File: src/rtl/guess_input_stage.sv
// guess_input_stage: input conditioning in front of the 1A2B game core.
// Synchronises the raw keys and guess switches, debounces the keys into
// single-cycle press pulses, screens guesses for repeated digits, holds an
// accepted guess on a valid/ready handshake and captures a non-zero seed
// from a free-running counter on every new-game press.
//
// Ports:
//   clk, rst              clock, synchronous active-low reset
//   btn0, btn2, sw9       raw submit / new-game / show keys
//   hex0..hex2            raw 3-bit guess digit switches
//   guess_ready           core takes the guess this cycle
//   guess_valid           guess0..2 hold an accepted distinct guess
//   guess0..guess2        latched guess digits
//   dup_err               one-cycle pulse, submit rejected (repeated digit)
//   newgame_pulse         one-cycle pulse per debounced new-game press
//   show_pulse            one-cycle pulse per debounced show press
//   seed                  seed captured at the last new-game press

// Per-key debouncer: level follows lvl_i only after DEBOUNCE_CYCLES
// consecutive mismatching cycles; emits one registered pulse per press.
module guess_input_stage_deb #(
  parameter int DEBOUNCE_CYCLES = 1000000
) (
  input  logic clk_i,
  input  logic rst_i,   // synchronous, active low
  input  logic lvl_i,   // synchronised level, pressed = 1
  output logic press_o
);
  localparam int CW = (DEBOUNCE_CYCLES > 2) ? $clog2(DEBOUNCE_CYCLES) : 1;
  localparam logic [CW-1:0] CNT_LAST = CW'(DEBOUNCE_CYCLES - 1);

  logic [CW-1:0] cnt_q, cnt_d;
  logic          db_q, db_d, db_prev_q, press_q;

  always_comb begin
    cnt_d = '0;
    db_d  = db_q;
    if (lvl_i != db_q) begin
      if (cnt_q == CNT_LAST) db_d  = lvl_i;
      else                   cnt_d = cnt_q + 1'b1;
    end
  end

  always_ff @(posedge clk_i) begin
    if (!rst_i) begin
      cnt_q     <= '0;
      db_q      <= 1'b0;
      db_prev_q <= 1'b0;
      press_q   <= 1'b0;
    end else begin
      cnt_q     <= cnt_d;
      db_q      <= db_d;
      db_prev_q <= db_q;
      press_q   <= db_q & ~db_prev_q;   // rising edge only; release is silent
    end
  end

  assign press_o = press_q;
endmodule

module guess_input_stage #(
  parameter int DEBOUNCE_CYCLES = 1000000,
  parameter int SYNC_STAGES     = 2,
  parameter bit KEY_ACTIVE_LOW  = 1'b1
) (
  input  logic       clk,
  input  logic       rst,
  input  logic       btn0,
  input  logic       btn2,
  input  logic       sw9,
  input  logic [2:0] hex0,
  input  logic [2:0] hex1,
  input  logic [2:0] hex2,
  input  logic       guess_ready,
  output logic       guess_valid,
  output logic [2:0] guess0,
  output logic [2:0] guess1,
  output logic [2:0] guess2,
  output logic       dup_err,
  output logic       newgame_pulse,
  output logic       show_pulse,
  output logic [8:0] seed
);
  localparam int NUM_KEYS = 3;
  localparam int RAW_W    = NUM_KEYS + 9;
  // Keys reset to their released pin level so reset never fakes a press.
  localparam logic [RAW_W-1:0] RAW_REL = {9'd0, {NUM_KEYS{KEY_ACTIVE_LOW}}};

  typedef enum logic {S_IDLE = 1'b0, S_HOLD = 1'b1} state_e;

  logic [RAW_W-1:0]                  raw, sync_s;
  logic [SYNC_STAGES-1:0][RAW_W-1:0] sync_q;
  logic [NUM_KEYS-1:0]               key_lvl, press;
  logic [2:0][2:0]                   hex_s, guess_q, guess_d;
  state_e                            state_q, state_d;
  logic                              dup_q, dup_d;
  logic [8:0]                        free_q, seed_q, seed_d;
  logic                              distinct;

  // Bit order: {hex2, hex1, hex0, sw9, btn2, btn0}
  assign raw = {hex2, hex1, hex0, sw9, btn2, btn0};

  always_ff @(posedge clk) begin
    if (!rst) sync_q <= {SYNC_STAGES{RAW_REL}};
    else      sync_q <= {sync_q[SYNC_STAGES-2:0], raw};
  end

  assign sync_s  = sync_q[SYNC_STAGES-1];
  assign key_lvl = sync_s[NUM_KEYS-1:0] ^ {NUM_KEYS{KEY_ACTIVE_LOW}};
  assign hex_s   = sync_s[RAW_W-1:NUM_KEYS];

  // press[0]=submit, press[1]=new game, press[2]=show
  guess_input_stage_deb #(
    .DEBOUNCE_CYCLES(DEBOUNCE_CYCLES)
  ) u_deb [NUM_KEYS-1:0] (
    .clk_i  (clk),
    .rst_i  (rst),
    .lvl_i  (key_lvl),
    .press_o(press)
  );

  assign distinct = (hex_s[0] != hex_s[1]) && (hex_s[0] != hex_s[2]) &&
                    (hex_s[1] != hex_s[2]);

  always_comb begin
    state_d = state_q;
    guess_d = guess_q;
    dup_d   = 1'b0;
    case (state_q)
      S_IDLE: begin
        if (press[0]) begin
          if (distinct) begin
            guess_d = hex_s;
            state_d = S_HOLD;
          end else begin
            dup_d = 1'b1;
          end
        end
      end
      S_HOLD: begin
        // Submits here are dropped on purpose: one guess in flight at a time.
        if (guess_ready) state_d = S_IDLE;
      end
      default: state_d = S_IDLE;
    endcase
  end

  // Zero would stall an LFSR-style consumer, so it is swapped for a constant.
  always_comb begin
    seed_d = seed_q;
    if (press[1]) seed_d = (free_q == 9'd0) ? 9'h1A5 : free_q;
  end

  always_ff @(posedge clk) begin
    if (!rst) begin
      state_q <= S_IDLE;
      guess_q <= '0;
      dup_q   <= 1'b0;
      free_q  <= '0;
      seed_q  <= '0;
    end else begin
      state_q <= state_d;
      guess_q <= guess_d;
      dup_q   <= dup_d;
      free_q  <= free_q + 9'd1;
      seed_q  <= seed_d;
    end
  end

  assign guess_valid   = (state_q == S_HOLD);
  assign guess0        = guess_q[0];
  assign guess1        = guess_q[1];
  assign guess2        = guess_q[2];
  assign dup_err       = dup_q;
  assign newgame_pulse = press[1];
  assign show_pulse    = press[2];
  assign seed          = seed_q;
endmodule

File: config.mk
export PLATFORM = sky130hd
export DESIGN_NAME = guess_input_stage
export DESIGN_NICKNAME = d
export VERILOG_FILES = /design/src/rtl/guess_input_stage.sv
export SDC_FILE = /design/constraint.sdc
export NUM_CORES = 1
export LEC_CHECK = 0
export ABC_AREA = 1
export BUFFER_PORTS_ARGS = -buffer_cell sky130_fd_sc_hd__clkbuf_2
export CORE_MARGIN = 2
export CORE_UTILIZATION = 60
export CTS_CLUSTER_DIAMETER = 120
export DETAILED_ROUTE_END_ITERATION = 10
export MAX_ROUTING_LAYER = met4
export PLACE_DENSITY_LB_ADDON = 0.15
export SETUP_SLACK_MARGIN = 0.05
export SYNTH_ARGS = -nofsm -noshare
export SYNTH_HDL_FRONTEND = slang
export SYNTH_SLANG_ARGS = --single-unit
File: constraint.sdc
create_clock -name clk -period 2.3 [get_ports clk]
set_clock_uncertainty 0.2 [all_clocks]
set_input_delay 0.23 -clock clk [delete_from_list [all_inputs] [get_ports clk]]
set_output_delay 0.23 -clock clk [all_outputs]
set_load 0.005 [all_outputs]
==> reports/qor.yml, run 1 <==
status:
  status: "completed"
sta:
  fmax_mhz: 530.0
  drv_slew: 0
  finalCritPeriodShare_pct: 82.03
  setup_viol: 0
  setup_slack_ns: 0.4133
  max_slew_margin_pct: 62.47
  hold_viol_final: 0
  tightest_slew_ns: 0.5622
  rsz0062_at_grt: "no"
  layout_min_cycle_time_ns: 1.887
  setup_tns_ns: 0
  hold_slack_ns: 0.1923
cts:
  cts_tree: "built"
  htreeDepth: 4
  post_cts_buffers: 0
  clk_pin_slew_worst_paths_ns: 0.06
  max-clock-path-buffers: 2
  cts.sinks: 122
  clk-insertion-delay-late_ns: 0.51
  cts_buffers: 17
  cts-root-buf: "clkbuf_8"
power:
  p_sw_share_pct: 23.24
  peakVddDrop_v: 0.0005327
  cellInternalPower_w: 0.003655
  seq_power_share_pct: 45.3
  p_leak_nw: 2.481
  comb_power_share_pct: 3.0
  power.share.clock_pct: 51.7
  power_switching_w: 0.001107
  p_total_w: 0.004762
  power_density_mw_per_mm2: 762.5
floorplanning:
  core-area_mm2: 0.008636
  rows: 34
  start_util_pct: 61.23
  boundaryPins: 37
  die_h_um: 97.88
  dieArea_mm2: 0.009580
  die_w_um: 97.88
routing:
  num_vias: 4540
  post_drt_wl_per_cell_um: 11.68
  drc: 0
  ant_nets: 0
  dr.pass1.iters: 4
  viasPerCell: 5.084
  drt_wl_total_um: 10430
  drt-initial-drc-count: 169
global_routing:
  grt_use_total_pct: 23.97
  antenna_found_initial: 0
  first_global_vias: 4336
  grt_pass1_wl_um: 18480
  grt_overflow: 0
  grt_max_degree: 49
yosys:
  syn_area_per_cell_um2: 7.416
  synth_nets: 733
  syn_area_mm2: 0.005288
  synth_cells: 713
  yosys_warnings: 0
  ys_ff_latch: 122
  synth_seq_area_share_pct: 46.19
  ys_types: 33
critical_path:
  crit_required_ns: 2.49
  end_kind: "flip-flop"
  path_class: "reg -> reg"
  arrival_ns: 2.07
  start_kind: "flip-flop"
  worst-path-max-fanout: 17
final_layout:
  design_area_mm2: 0.006246
  diodes: 0
  layout-drive-gt1-share_pct: 14.14
  fin_nets: 792
  area_growth_pct: 18.13
flow_run:
  maxCapViolations: 0
place:
  dpl.hpwl_um: 7027
  place_congestion: 0.8398
  port-buffer-count: 36
  placed_cell_area_mm2: 0.005550
  dp_slack_ns: 0.4288
min_path:
  hp-class: "reg -> reg"
through the flow:
step | std cells | util, %
final | 893 | 72.33
after global routing | 893 | 72.33
after CTS | 893 | 72.33
after detailed placement | 847 | 64.27
after global placement | 847 | 64.27
after floorplan | 713 | -
per-layer routing:
layer | up-vias | track usage [%] | routed length [um]
met1 | 2061 | 29.78 | 4942
met5 | - | - | 0
met2 | 96 | 37.41 | 4900
li1 | 2366 | - | -
met3 | 17 | 6.872 | 436
met4 | 0 | 8.654 | 149
flip-flops by register name (all words and copies together), names as in the netlist, 9 cells and up:
signal and flops:
free_q 9, seed 9, sync_q 12, sync_s 12, u_deb.cnt_q 60
synthesized netlist by cell type (all sizes together):
master  count  area [um^2]
nand4      18        112.6
a21oi      35        175.2
nor3b       5        42.54
xor2       20        175.2
ha          5        62.56
nand2     155        599.3
nor2      125        516.8
a31oi       8        50.05
clkbuf      8        30.03
xnor2      10        87.58
or2         9        56.30
nand3b      5        37.54
o21ai      20        100.1
nor3       18        126.4
nand3      48        255.3
inv        94        352.8
buf         6        52.55
dfxtp     122         2442
nor4        2        12.51
cell usage in the layout, fill, tap and decap left out, types with 16 or more instances in the layout:
master       n
xor2_1      20
a21oi_1     35
nand2_1    152
o21ai_0     18
dfxtp_1    122
nand4_1     18
nor2_2      16
clkbuf_16   16
inv_1       93
nor2_1     108
nand3_1     45
clkbuf_2    36
final cells by class:
cell class	count	area, um^2
clock buffer	18	417.9
clock inverter	14	137.6
fill	680	2390
inverter	94	352.8
multi-input combinational	483	2410
sequential	122	2442
tap	108	135.1
timing repair buffer	54	350.3
timing repair:
item                       in CTS  in global routing
setup endpoints to repair       0                  0
hold endpoints to repair       16                  0
hold buffers                   14                  0
gates resized for setup         0                  0
worst paths after layout:
check | from | to | slack, ns | depth (start not counted)
min | u_deb[0].db_prev_q | u_deb[0].press_o | 0.19 | 1
min reg2reg | u_deb[0].db_prev_q | u_deb[0].press_o | 0.19 | 1
max reg2reg | u_deb[0].cnt_q[0] | u_deb[0].cnt_q[17] | 0.41 | 6
max | u_deb[0].cnt_q[0] | u_deb[0].cnt_q[17] | 0.41 | 6
kinds of logic after synthesis:
family	count (synthesis)	synth area share, %
buf+inv	108	8.235
fa+ha+maj	5	1.183
simple gates	385	33.27
xor+xnor	30	4.969
compound gates	63	6.153
flops	122	46.19
power by group through the flow:
stage                     clock [W]  combinational (W)  sequential (W)
after CTS                   0.00251           0.000144         0.00216
after detailed placement          0           0.000120         0.00220
after global placement            0           0.000115         0.00220
after floorplan                   0          0.0000929         0.00220
after global routing        0.00261           0.000164         0.00216
final                       0.00246           0.000143         0.00216
worst max-delay path: stages (launching register included):
cell     delay, ns
dfxtp_1       0.48
ha_1          0.25
nand3_2       0.11
nor3_2        0.27
nand2_2       0.15
nand2_4       0.24
a21oi_1       0.07
Power figures use the tool's default switching activity.
==> run 2: changes to the inputs <==
==> constraint.sdc (replaced) <==
create_clock -name clk -period 1.8 [get_ports clk]
set_clock_uncertainty 0.2 [all_clocks]
set_input_delay 0.18 -clock clk [delete_from_list [all_inputs] [get_ports clk]]
set_output_delay 0.18 -clock clk [all_outputs]
set_load 0.005 [all_outputs]
==> reports/qor.yml, run 2 (same netlist as run 1, synthesis figures left out) <==
routing:
  drt-initial-drc-count: 172  # was 169
  post_drt_wl_per_cell_um: 12.30  # was 11.68 um
  ant_nets: 0  # unchanged
  dr.pass1.iters: 5  # was 4
  viasPerCell: 5.170  # was 5.084
  drc: 0  # unchanged
  num_vias: 4694  # was 4540
  drt_wl_total_um: 11160  # was 10430 um
final_layout:
  layout_common_cells: "nand2_1, dfxtp_1, nor2_1, inv_1, nand3_1"  # unchanged
  design_area_mm2: 0.006526  # was 0.006246 mm^2
  diodes: 0  # unchanged
  largest_reg_flops: 60  # unchanged
  layout-drive-gt1-share_pct: 18.13  # was 14.14%
  area_growth_pct: 23.43  # was 18.13%
  final_common_cell: "nand2_1"  # unchanged
  largest-register: "u_deb.cnt_q"  # unchanged
  fin_nets: 807  # was 792
  fillers: 613  # was 680
global_routing:
  antenna_found_initial: 0  # unchanged
  grt_max_degree: 49  # unchanged
  grt_overflow: 0  # unchanged
  grt_pass1_wl_um: 18800  # was 18480 um
  first_global_vias: 4441  # was 4336
  grt_use_total_pct: 24.49  # was 23.97%
critical_path:
  path_class: "in -> reg"  # was reg -> reg
  end_kind: "flip-flop"  # unchanged
  rrSetupSlack_ns: 0.11  # was 0.41 ns
  arrival_ns: 1.94  # was 2.07 ns
  r2r_start: "u_deb[2].db_q"  # was u_deb[0].cnt_q[0]
  reg2reg_to: "u_deb[2].cnt_q[14]"  # was u_deb[0].cnt_q[17]
  crit_required_ns: 2.02  # was 2.49 ns
  reg2reg_depth: 4  # was 6
  worst-path-max-fanout: 8  # was 17
  crit_path_start: "rst"  # was u_deb[0].cnt_q[0]
  start_kind: "input pin"  # was flip-flop
place:
  place_congestion: 0.8809  # was 0.8398
  placed_cell_area_mm2: 0.005630  # was 0.005550 mm^2
  dpl.hpwl_um: 7049  # was 7027 um
  port-buffer-count: 36  # unchanged
  dp_slack_ns: 0.05300  # was 0.4288 ns
floorplanning:
  boundaryPins: 37  # unchanged
  core-area_mm2: 0.008636  # unchanged
  dieArea_mm2: 0.009580  # unchanged
  die_w_um: 97.88  # unchanged
  die_h_um: 97.88  # unchanged
  rows: 34  # unchanged
  start_util_pct: 61.23  # unchanged
sta:
  fmax_mhz: 581.8
  setup_tns_ns: 0  # unchanged
  rsz0062_at_grt: "yes"  # was no
  tightest_slew_ns: 0.6958  # was 0.5622 ns
  setup_slack_ns: 0.08119  # was 0.4133 ns
  layout_min_cycle_time_ns: 1.719
  finalCritPeriodShare_pct: 95.49
  drv_slew: 0  # unchanged
  setup_viol: 0  # unchanged
  max_slew_margin_pct: 53.44  # was 62.47%
  hold_viol_final: 0  # unchanged
power:
  peakVddDrop_v: 0.0009360  # was 0.0005327 V
  p_leak_nw: 2.581  # was 2.481 nW
  p_total_w: 0.006267  # was 0.004762 W
  power_density_mw_per_mm2: 960.2  # was 762.5 mW/mm^2
flow_run:
  maxCapViolations: 0  # unchanged
cts:
  cts-root-buf: "clkbuf_8"  # unchanged
  post_cts_buffers: 0  # unchanged
  max-clock-path-buffers: 2  # unchanged
  cts_tree: "built"  # unchanged
  clk-insertion-delay-late_ns: 0.51  # about the same
  cts_buffers: 17  # unchanged
  clk_pin_slew_worst_paths_ns: 0.06  # about the same
  cts.sinks: 122  # unchanged
  htreeDepth: 4  # unchanged
min_path:
  min_from: "u_deb[1].db_prev_q"  # was u_deb[0].db_prev_q
  hold_end: "u_deb[1].press_o"  # was u_deb[0].press_o
  holdPathStages: 1  # unchanged
  hp-class: "reg -> reg"  # unchanged
status:
  status: "completed"  # unchanged
[run 2: cell count changes in the layout (fill, tap and decap cells not counted), sizes merged]
cell / before / now
buf: 4 / 13
inv: 100 / 105
clkinv: 5 / 1
dlygate4sd3: 14 / 17
nand2: 155 / 158
clkbuf: 54 / 53
[run 2: worst max path at each step]
stage,end
final,u_deb[2].cnt_q[14]
after global routing,u_deb[1].cnt_q[14]
after CTS,u_deb[2].cnt_q[8]
after detailed placement,u_deb[2].cnt_q[14]
after global placement,u_deb[2].cnt_q[14]
after floorplan,u_deb[2].cnt_q[11]
[run 2: layer usage]
metal  part of all wire [%]  GRT usage (%)
met5                      0              -
met3                    4.8          6.514
met4                    1.0          7.799
met2                     50          42.15
met1                     44          27.80
[run 2: final cells by class]
type                    instances  area [um^2]  area share (%)
clock buffers                  17        414.1           6.346
clock inverters                15        172.7           2.646
inverters                      94        352.8           5.406
multi-input cells             486         2537           38.88
flip-flops and latches        122         2450           37.54
well taps                     108        135.1           2.071
repair buffers                 66        464.2           7.113
[run 2: where the power goes]
part           total (W)  internal, W  switching (W)
clock            0.00331      0.00192        0.00140
combinational   0.000201    0.0000883       0.000112
sequential       0.00275      0.00273      0.0000201
total            0.00627      0.00474        0.00153
[run 2: what timing repair did]
item                       in CTS  in global routing
cloned                          2                  1
pin swaps                       1                  4
hold endpoints to repair       23                  0
setup endpoints to repair      10                 62
resized for setup               3                 30
hold buffers                   17                  0
[run 2: critical path, stage by stage]
cell	delay, ns
dlygate4sd3_1	0.52
clkbuf_2	0.13
inv_1	0.14
nor2_1	0.58
nand2_4	0.16
nor3b_1	0.22
[run 2: metrics by stage]
| stage | instances | utilization (%) | hold WS, ns |
|---|---|---|---|
| 3_5_place_dp | 856 | 65.20 | 0.1676 |
| 5_1_grt | 908 | 75.57 | 0.1897 |
| 3_3_place_gp | 856 | 65.20 | 0.1608 |
| 6_report | 908 | 75.57 | 0.1729 |
| 4_1_cts | 907 | 74.18 | 0.1704 |
| 2_1_floorplan | 713 | - | 0.07763 |
==> run 3: changes to the inputs <==
==> constraint.sdc (replaced) <==
create_clock -name clk -period 1.9 [get_ports clk]
set_clock_uncertainty 0.2 [all_clocks]
set_input_delay 0.19 -clock clk [delete_from_list [all_inputs] [get_ports clk]]
set_output_delay 0.19 -clock clk [all_outputs]
set_load 0.005 [all_outputs]
==> reports/qor.yml, run 3 (same netlist as run 1, synthesis figures left out) <==
status:
  status: "completed"  # unchanged
final_layout:
  area_growth_pct: 21.86  # was 23.43%
  layout-drive-gt1-share_pct: 16.21  # was 18.13%
  diodes: 0  # unchanged
  largest-register: "u_deb.cnt_q"  # unchanged
  final_common_cell: "nand2_1"  # unchanged
  fin_nets: 803  # was 807
  layout_common_cells: "nand2_1, dfxtp_1, nor2_1, inv_1, nand3_1"  # unchanged
  fillers: 625  # was 613
  largest_reg_flops: 60  # unchanged
flow_run:
  maxCapViolations: 0  # unchanged
cts:
  cts_tree: "built"  # unchanged
  cts.sinks: 122  # unchanged
  clk-insertion-delay-late_ns: 0.52  # was 0.51 ns
  max-clock-path-buffers: 2  # unchanged
  post_cts_buffers: 0  # unchanged
  cts_buffers: 17  # unchanged
  cts-root-buf: "clkbuf_8"  # unchanged
  htreeDepth: 4  # unchanged
  clk_pin_slew_worst_paths_ns: 0.06  # about the same
power:
  peakVddDrop_v: 0.0005386  # was 0.0009360 V
  p_leak_nw: 2.550  # was 2.581 nW
  p_total_w: 0.005915  # was 0.006267 W
  power_density_mw_per_mm2: 917.9  # was 960.2 mW/mm^2
global_routing:
  antenna_found_initial: 0  # unchanged
  grt_util_met1_pct: 27.97  # was 27.80%
  busiest_layer: "met2"  # unchanged
  grt_pass1_wl_um: 18700  # was 18800 um
  grt_overflow: 0  # unchanged
  met3_usage_pct: 6.013  # was 6.514%
  grt_max_degree: 49  # unchanged
  first_global_vias: 4418  # was 4441
  met2_usage_pct: 40.36  # was 42.15%
  grt_use_total_pct: 24.34  # was 24.49%
sta:
  fmax_mhz: 578.4
  hold_viol_final: 0  # unchanged
  setup_tns_ns: 0  # unchanged
  drv_slew: 0  # unchanged
  finalCritPeriodShare_pct: 90.99
  layout_min_cycle_time_ns: 1.729
  rsz0062_at_grt: "no"  # was yes
  setup_viol: 0  # unchanged
  max_slew_margin_pct: 52.44  # was 53.44%
  tightest_slew_ns: 0.7107  # was 0.6958 ns
routing:
  post_drt_wl_per_cell_um: 12.15  # was 12.30 um
  dr.pass1.iters: 5  # unchanged
  drt-initial-drc-count: 225  # was 172
  ant_nets: 0  # unchanged
  num_vias: 4618  # was 4694
  viasPerCell: 5.108  # was 5.170
  drt_wl_total_um: 10980  # was 11160 um
  drc: 0  # unchanged
floorplanning:
  start_util_pct: 61.23  # unchanged
  boundaryPins: 37  # unchanged
  die_h_um: 97.88  # unchanged
  rows: 34  # unchanged
  die_w_um: 97.88  # unchanged
  core-area_mm2: 0.008636  # unchanged
  dieArea_mm2: 0.009580  # unchanged
min_path:
  holdPathStages: 1  # unchanged
  hp-class: "reg -> reg"  # unchanged
critical_path:
  start_kind: "input pin"  # unchanged
  end_kind: "flip-flop"  # unchanged
  worst-path-max-fanout: 48  # was 8
  reg2reg_depth: 9  # was 4
  crit_required_ns: 2.16  # was 2.02 ns
  path_class: "in -> reg"  # unchanged
  arrival_ns: 1.99  # was 1.94 ns
place:
  place_congestion: 0.8856  # was 0.8809
  dpl.hpwl_um: 6981  # was 7049 um
  port-buffer-count: 36  # unchanged
[run 3: final cells by class]
class | instances | area (um^2) | share of cell area (%)
Multi-Input combinational cell | 486 | 2496 | 38.74
Sequential cell | 122 | 2445 | 37.94
Timing Repair Buffer | 62 | 435.4 | 6.757
Clock buffer | 18 | 417.9 | 6.485
Inverter | 94 | 352.8 | 5.476
Clock inverter | 14 | 161.4 | 2.505
Tap cell | 108 | 135.1 | 2.097
[run 3: routing by layer]
layer | vias to the layer above | share of wire, %
met1 | 2073 | 44
met4 | 0 | 1.8
met5 | - | 0
li1 | 2400 | -
met2 | 125 | 49
met3 | 20 | 5.2
[run 3: worst paths after layout]
kind	from	slack, ns	endpoint
worst min-delay path	u_deb[1].db_prev_q	0.18	u_deb[1].press_o
worst min register to register	u_deb[1].db_prev_q	0.18	u_deb[1].press_o
worst max register to register	u_deb[0].cnt_q[1]	0.17	u_deb[0].cnt_q[14]
worst max-delay path	rst	0.17	sync_q[5]
[run 3: repair_timing]
| action | 4_1_cts | 5_1_grt |
|---|---|---|
| hold buffers | 19 | 0 |
| setup endpoints to repair | 0 | 43 |
| resized for setup | 0 | 19 |
| hold endpoints to repair | 22 | 0 |
[run 3: critical path, stage by stage]
cell           delay [ns]
dlygate4sd3_1        0.52
clkbuf_2             0.13
buf_4                0.39
nand2_1              0.11
dlygate4sd3_1        0.59
inv_1                0.06
[run 3: where the power goes]
| part | internal, W | leakage [nW] | switching, W |
|---|---|---|---|
| Combinational | 0.0000838 | 1.28 | 0.000106 |
| Clock | 0.00189 | 0.279 | 0.00122 |
| Sequential | 0.00259 | 0.990 | 0.0000184 |
| Total | 0.00457 | 2.55 | 0.00135 |
[run 3: per-stage QoR]
step | area, um^2 | std cells | setup slack (ns) | utilization, % | hold slack, ns
final | 6444 | 904 | 0.1711 | 74.62 | 0.1842
after global routing | 6444 | 904 | 0.05767 | 74.62 | 0.1931
after CTS | 6355 | 901 | 0.06579 | 73.59 | 0.1748
after detailed placement | 5585 | 850 | 0.1084 | 64.68 | 0.1721
after global placement | 5585 | 850 | 0.1855 | 64.68 | 0.1708
after floorplan | 5288 | 713 | 0.2399 | - | 0.08763
